===== config.mk =====
export PLATFORM = sky130hd
export DESIGN_NAME = ss_dump
export DESIGN_NICKNAME = d
export VERILOG_FILES = /design/src/rtl/ss_dump_pkg.sv /design/src/rtl/ss_wait_cnt.sv /design/src/rtl/ss_dump.sv
export SDC_FILE = /design/constraint.sdc
export NUM_CORES = 1
export LEC_CHECK = 0
export BUFFER_PORTS_ARGS = -buffer_cell sky130_fd_sc_hd__buf_2
export CORE_MARGIN = 8
export CORE_UTILIZATION = 35
export DETAILED_ROUTE_END_ITERATION = 8
export HOLD_SLACK_MARGIN = 0.1
export PLACE_DENSITY_LB_ADDON = 0.3
export REMOVE_ABC_BUFFERS = 1
export SYNTH_ARGS = -nofsm -noshare
export SYNTH_HDL_FRONTEND = slang
export SYNTH_HIERARCHICAL = 1
export SYNTH_SLANG_ARGS = --single-unit

===== constraint.sdc =====
create_clock -name clk -period 3 [get_ports clk]
set_clock_uncertainty 0.2 [all_clocks]
set_input_delay 0.6 -clock clk [delete_from_list [all_inputs] [get_ports clk]]
set_output_delay 0.6 -clock clk [all_outputs]
set_load 0.005 [all_outputs]

===== src/rtl/ss_dump_pkg.sv =====
// Shared defines for the save-state dump block.
// Bus widths, state encoding and parameter defaults.
package ss_dump_pkg;

  localparam int ADDR_W = 8;
  localparam int DATA_W = 8;
  localparam int IDX_W  = 9;
  localparam int CNT_W  = 4;

  localparam int SS_LEN_DEF  = 128;
  localparam int RD_WAIT_DEF = 2;

  typedef enum logic [2:0] {
    S_IDLE,
    S_SETUP,
    S_CAPT,
    S_SEND,
    S_SUM,
    S_FIN
  } state_e;

  function automatic logic [DATA_W-1:0] neg8(
    input logic [DATA_W-1:0] v
  );
    return ~v + DATA_W'(1);
  endfunction

endpackage


===== src/rtl/ss_wait_cnt.sv =====
// Loadable down-counter that spaces address setup
// from the read-data capture.
module ss_wait_cnt
  import ss_dump_pkg::*;
(
  input  logic             clk,
  input  logic             rst_n,
  input  logic             load_i,
  input  logic [CNT_W-1:0] val_i,
  input  logic             dec_i,
  output logic [CNT_W-1:0] cnt_o
);

  logic [CNT_W-1:0] cnt_q, cnt_d;

  always_comb begin
    cnt_d = cnt_q;
    if (load_i)
      cnt_d = val_i;
    else if (dec_i && cnt_q != '0)
      cnt_d = cnt_q - CNT_W'(1);
  end

  always_ff @(posedge clk or negedge rst_n) begin
    if (!rst_n) cnt_q <= '0;
    else        cnt_q <= cnt_d;
  end

  assign cnt_o = cnt_q;

endmodule


===== src/rtl/ss_dump.sv =====
// Sweeps mapper save-state registers and streams them
// out, followed by a zero-sum checksum byte.
module ss_dump
  import ss_dump_pkg::*;
#(
  parameter int SS_LEN  = SS_LEN_DEF,
  parameter int RD_WAIT = RD_WAIT_DEF
) (
  input  logic              clk,
  input  logic              rst_n,
  input  logic              start,
  input  logic              abort,
  output logic [ADDR_W-1:0] ss_addr,
  input  logic [DATA_W-1:0] ss_rdat,
  output logic              ss_act,
  output logic [DATA_W-1:0] dout,
  output logic              dout_vld,
  input  logic              dout_rdy,
  output logic              busy,
  output logic              done,
  output logic              aborted
);

  localparam logic [IDX_W-1:0] LAST =
    IDX_W'(SS_LEN - 1);
  localparam logic [CNT_W-1:0] WAIT_LD =
    CNT_W'(RD_WAIT);

  state_e            state_q, state_d;
  logic [IDX_W-1:0]  idx_q, idx_d;
  logic [DATA_W-1:0] csum_q, csum_d;
  logic [DATA_W-1:0] dout_q, dout_d;
  logic              abrt_q, abrt_d;
  logic              ld, dec;
  logic [CNT_W-1:0]  cnt;

  ss_wait_cnt u_wait (
    .clk    (clk),
    .rst_n  (rst_n),
    .load_i (ld),
    .val_i  (WAIT_LD),
    .dec_i  (dec),
    .cnt_o  (cnt)
  );

  always_comb begin
    state_d = state_q;
    idx_d   = idx_q;
    csum_d  = csum_q;
    dout_d  = dout_q;
    abrt_d  = abrt_q;
    ld      = 1'b0;
    dec     = 1'b0;
    unique case (state_q)
      S_IDLE: begin
        abrt_d = 1'b0;
        if (start && !abort) begin
          state_d = S_SETUP;
          idx_d   = '0;
          csum_d  = '0;
          ld      = 1'b1;
        end
      end
      S_SETUP: begin
        if (abort) begin
          state_d = S_FIN;
          abrt_d  = 1'b1;
        end else begin
          dec = 1'b1;
          if (cnt <= CNT_W'(1))
            state_d = S_CAPT;
        end
      end
      S_CAPT: begin
        if (abort) begin
          state_d = S_FIN;
          abrt_d  = 1'b1;
        end else begin
          dout_d  = ss_rdat;
          csum_d  = csum_q + ss_rdat;
          state_d = S_SEND;
        end
      end
      S_SEND: begin
        if (abort) begin
          state_d = S_FIN;
          abrt_d  = 1'b1;
        end else if (dout_rdy) begin
          if (idx_q == LAST) begin
            dout_d  = neg8(csum_q);
            state_d = S_SUM;
          end else begin
            idx_d   = idx_q + IDX_W'(1);
            ld      = 1'b1;
            state_d = S_SETUP;
          end
        end
      end
      S_SUM: begin
        if (abort) begin
          state_d = S_FIN;
          abrt_d  = 1'b1;
        end else if (dout_rdy) begin
          state_d = S_FIN;
          abrt_d  = 1'b0;
        end
      end
      S_FIN: begin
        state_d = S_IDLE;
        abrt_d  = 1'b0;
      end
      default: state_d = S_IDLE;
    endcase
  end

  always_ff @(posedge clk or negedge rst_n) begin
    if (!rst_n) begin
      state_q <= S_IDLE;
      idx_q   <= '0;
      csum_q  <= '0;
      dout_q  <= '0;
      abrt_q  <= 1'b0;
    end else begin
      state_q <= state_d;
      idx_q   <= idx_d;
      csum_q  <= csum_d;
      dout_q  <= dout_d;
      abrt_q  <= abrt_d;
    end
  end

  assign ss_addr  = idx_q[ADDR_W-1:0];
  assign dout     = dout_q;
  assign dout_vld = (state_q == S_SEND) ||
                    (state_q == S_SUM);
  assign busy     = (state_q != S_IDLE);
  assign ss_act   = busy;
  assign done     = (state_q == S_FIN);
  assign aborted  = done && abrt_q;

endmodule


==> results.json <==
{
  "cts_resized": 0,
  "detail-route-antenna-nets": 0,
  "drc": 0,
  "synthCells": 256,
  "clk_latency_ns": 0.29,
  "ff_latch_area_um2": 826,
  "via_per_inst": 5.23,
  "path_class": "reg2out",
  "io-pin-count": 34,
  "multiInputGateArea_mm2": 0.00126,
  "cp_cell_sequence": "or3b_2 -> nand2_2 -> buf_2",
  "critical-path-max-stage-delay_ns": 0.54,
  "worst_pin_slew_ns": 0.781,
  "wire_per_inst_um": 14.4,
  "syn_area_mm2": 0.00225,
  "cts_hold_buf": 0,
  "overflow": 0,
  "async_reset_ff_frac": 1.00,
  "cts_root_buffer": "clkbuf_8",
  "finalCritPeriodShare": 0.799,
  "drt-initial-drc-count": 85,
  "rsz0062_at_grt": "no",
  "relSlewSlack": 0.479,
  "design_area_mm2": 0.00253,
  "synth_edf_count": 0,
  "met1_length_um": 2370,
  "fp.dieH_um": 96.1,
  "dpl.hpwl_um": 3840,
  "cts_tree": "yes",
  "powerDensity_mw_per_mm2": 883,
  "grt_pass1_wl_um": 8940,
  "drv_cap": 0,
  "hold_viol": 0,
  "crit_path_start_kind": "flop",
  "cts_setup_buffers": 0,
  "slowest_stage": "dfrtp_1",
  "setup_ws_ns": 0.604,
  "wl_met2_um": 2460,
  "start_util": 0.358,
  "final_cell_mix": "33 x dfrtp_1, 33 x buf_2, 28 x nand2_1",
  "track_usage": 0.123,
  "fmax_ghz": 0.417,
  "worst-path-buf-inv": 1,
  "critical_path_arrival_ns": 1.60,
  "ys.flop_type": "dfrtp_1",
  "crit_family": "simple AND/OR/NAND/NOR gates",
  "grt_start_max_net_pins": 34,
  "synth_area_per_cell_um2": 8.78,
  "fillers": 658,
  "dpl_cell_area_mm2": 0.00241,
  "grt_pass1_vias": 1891,
  "rows": 29,
  "htreeDepth": 2,
  "firstDrtPassIters": 5,
  "clock_sinks": 33,
  "worstPathRequired_ns": 2.20,
  "design.core.area_mm2": 0.00628,
  "drive_gt1_frac": 0.197,
  "synth_cell_type_count": 52,
  "crit_path_end_kind": "output port",
  "n_antenna_cell": 0,
  "cp_max_fo": 16,
  "setup_viol": 0,
  "vdd_ir_drop_max_mv": 0.336,
  "final_max_slew_viol_count": 0,
  "hold_path_class": "in2async",
  "die_area_mm2": 0.00924,
  "post-route-util": 0.403,
  "port_buffers": 33,
  "layout_min_cycle_time_ns": 2.40,
  "synth-seq-cells": 33,
  "path_clk_slew_ns": 0.08,
  "pre_cts_slack_ns": 0.544,
  "fin_nets": 307,
  "cts_max_path_buffers": 2,
  "wl_met3_um": 301,
  "top_layer_used": "met4",
  "cts-buffers-inserted": 5,
  "gp_congestion": 0.814,
  "status": "complete, no violations",
  "p_leak_nw": 1.19,
  "chipWidth_um": 96.1,
  "via_count": 1888,
  "drt-total-wl_um": 5180,
  "setup_tns_ns": 0,
  "antenna_found_initial": 0,
  "area_growth_pct": 12.5,
  "seq_area_frac_synth": 0.367,
  "ys_warn_count": 6
}
==> final cells by class <==
type / count / area share
multi-input combinational: 196 / 0.499
sequential: 33 / 0.327
timing repair buffer: 36 / 0.0743
tap: 77 / 0.0381
clock buffer: 7 / 0.0342
inverter: 11 / 0.0163
clock inverter: 1 / 0.0119
==> worst paths after layout <==
| kind | start | endpoint | slack, ns | depth (start not counted) |
|---|---|---|---|---|
| worst min register to register | csum_q[7] | csum_q[7] | 0.30 | 1 |
| worst max-delay path | state_q[0] | dout_vld | 0.60 | 3 |
| worst min-delay path | rst_n | csum_q[7] | 0.18 | 1 |
| min in group clk | csum_q[7] | csum_q[7] | 0.30 | 1 |
| worst max register to register | state_q[1] | dout[0] | 0.73 | 5 |
| max in group asynchronous | rst_n | csum_q[0] | 1.91 | 1 |
==> sequential cells by signal (all words and copies together), names as in the netlist <==
signal,cells
idx_q,9
csum_q,8
dout,8
u_wait/cnt_o,4
state_q,3
abrt_q,1
==> worst register-to-register path: cells and delay by family (launching register included) <==
| kind | cells | cell delay (ns) |
|---|---|---|
| AOI/OAI and AO/OA | 2 | 0.59 |
| DFF | 1 | 0.61 |
| and+or+nand+nor | 3 | 0.80 |
==> cell families after synthesis <==
logic type / synth area share
AO/OA/AOI/OAI: 0.183
XOR/XNOR: 0.0351
adder cells (fa/ha/maj): 0.0646
buffers and inverters: 0.0752
flip-flops: 0.367
multiplexers: 0.0139
other: 0.00334
AND/OR/NAND/NOR: 0.258
==> layer usage <==
layer	track usage	vias up
met1	0.150	887
met4	0.0448	0
met5	0	-
met2	0.200	31
met3	0.0351	5
li1	-	965
==> cells in the mapped netlist (all sizes together), types with 2 or more instances <==
library cell | number | share of area
a21oi | 20 | 0.046
nand2 | 29 | 0.050
nand4 | 4 | 0.011
xor2 | 4 | 0.016
and3 | 6 | 0.017
nor3 | 5 | 0.011
a21o | 4 | 0.013
o21ai | 14 | 0.031
nor3b | 5 | 0.019
and2 | 2 | 0.0056
or3 | 4 | 0.011
o31ai | 4 | 0.013
or4 | 6 | 0.020
dfrtp | 33 | 0.37
ha | 10 | 0.056
nor4b | 2 | 0.011
inv | 11 | 0.018
o21a | 4 | 0.013
nor2 | 19 | 0.035
a31oi | 9 | 0.025
a22oi | 2 | 0.013
nand3b | 3 | 0.012
conb | 2 | 0.0033
buf | 17 | 0.055
mux2i | 2 | 0.0089
xnor2 | 5 | 0.019
nand3 | 14 | 0.031
==> power breakdown <==
group / total [W] / leakage, nW / switching [W] / internal [W]
combinational: 0.000988 / 0.716 / 0.000513 / 0.000474
clock: 0.000446 / 0.0585 / 0.000175 / 0.000271
sequential: 0.000797 / 0.415 / 0.000202 / 0.000595
total: 0.00223 / 1.19 / 0.000890 / 0.00134
==> metrics by stage <==
stage                     hold WS (ns)  std cells  power (W)
after detailed placement         0.297        353    0.00181
after global routing             0.253        361    0.00242
final                            0.184        361    0.00223
after CTS                        0.216        361    0.00226
after floorplan                  0.104        240    0.00149
after global placement           0.294        353    0.00179
No activity file was read; power rests on OpenSTA's default activity.
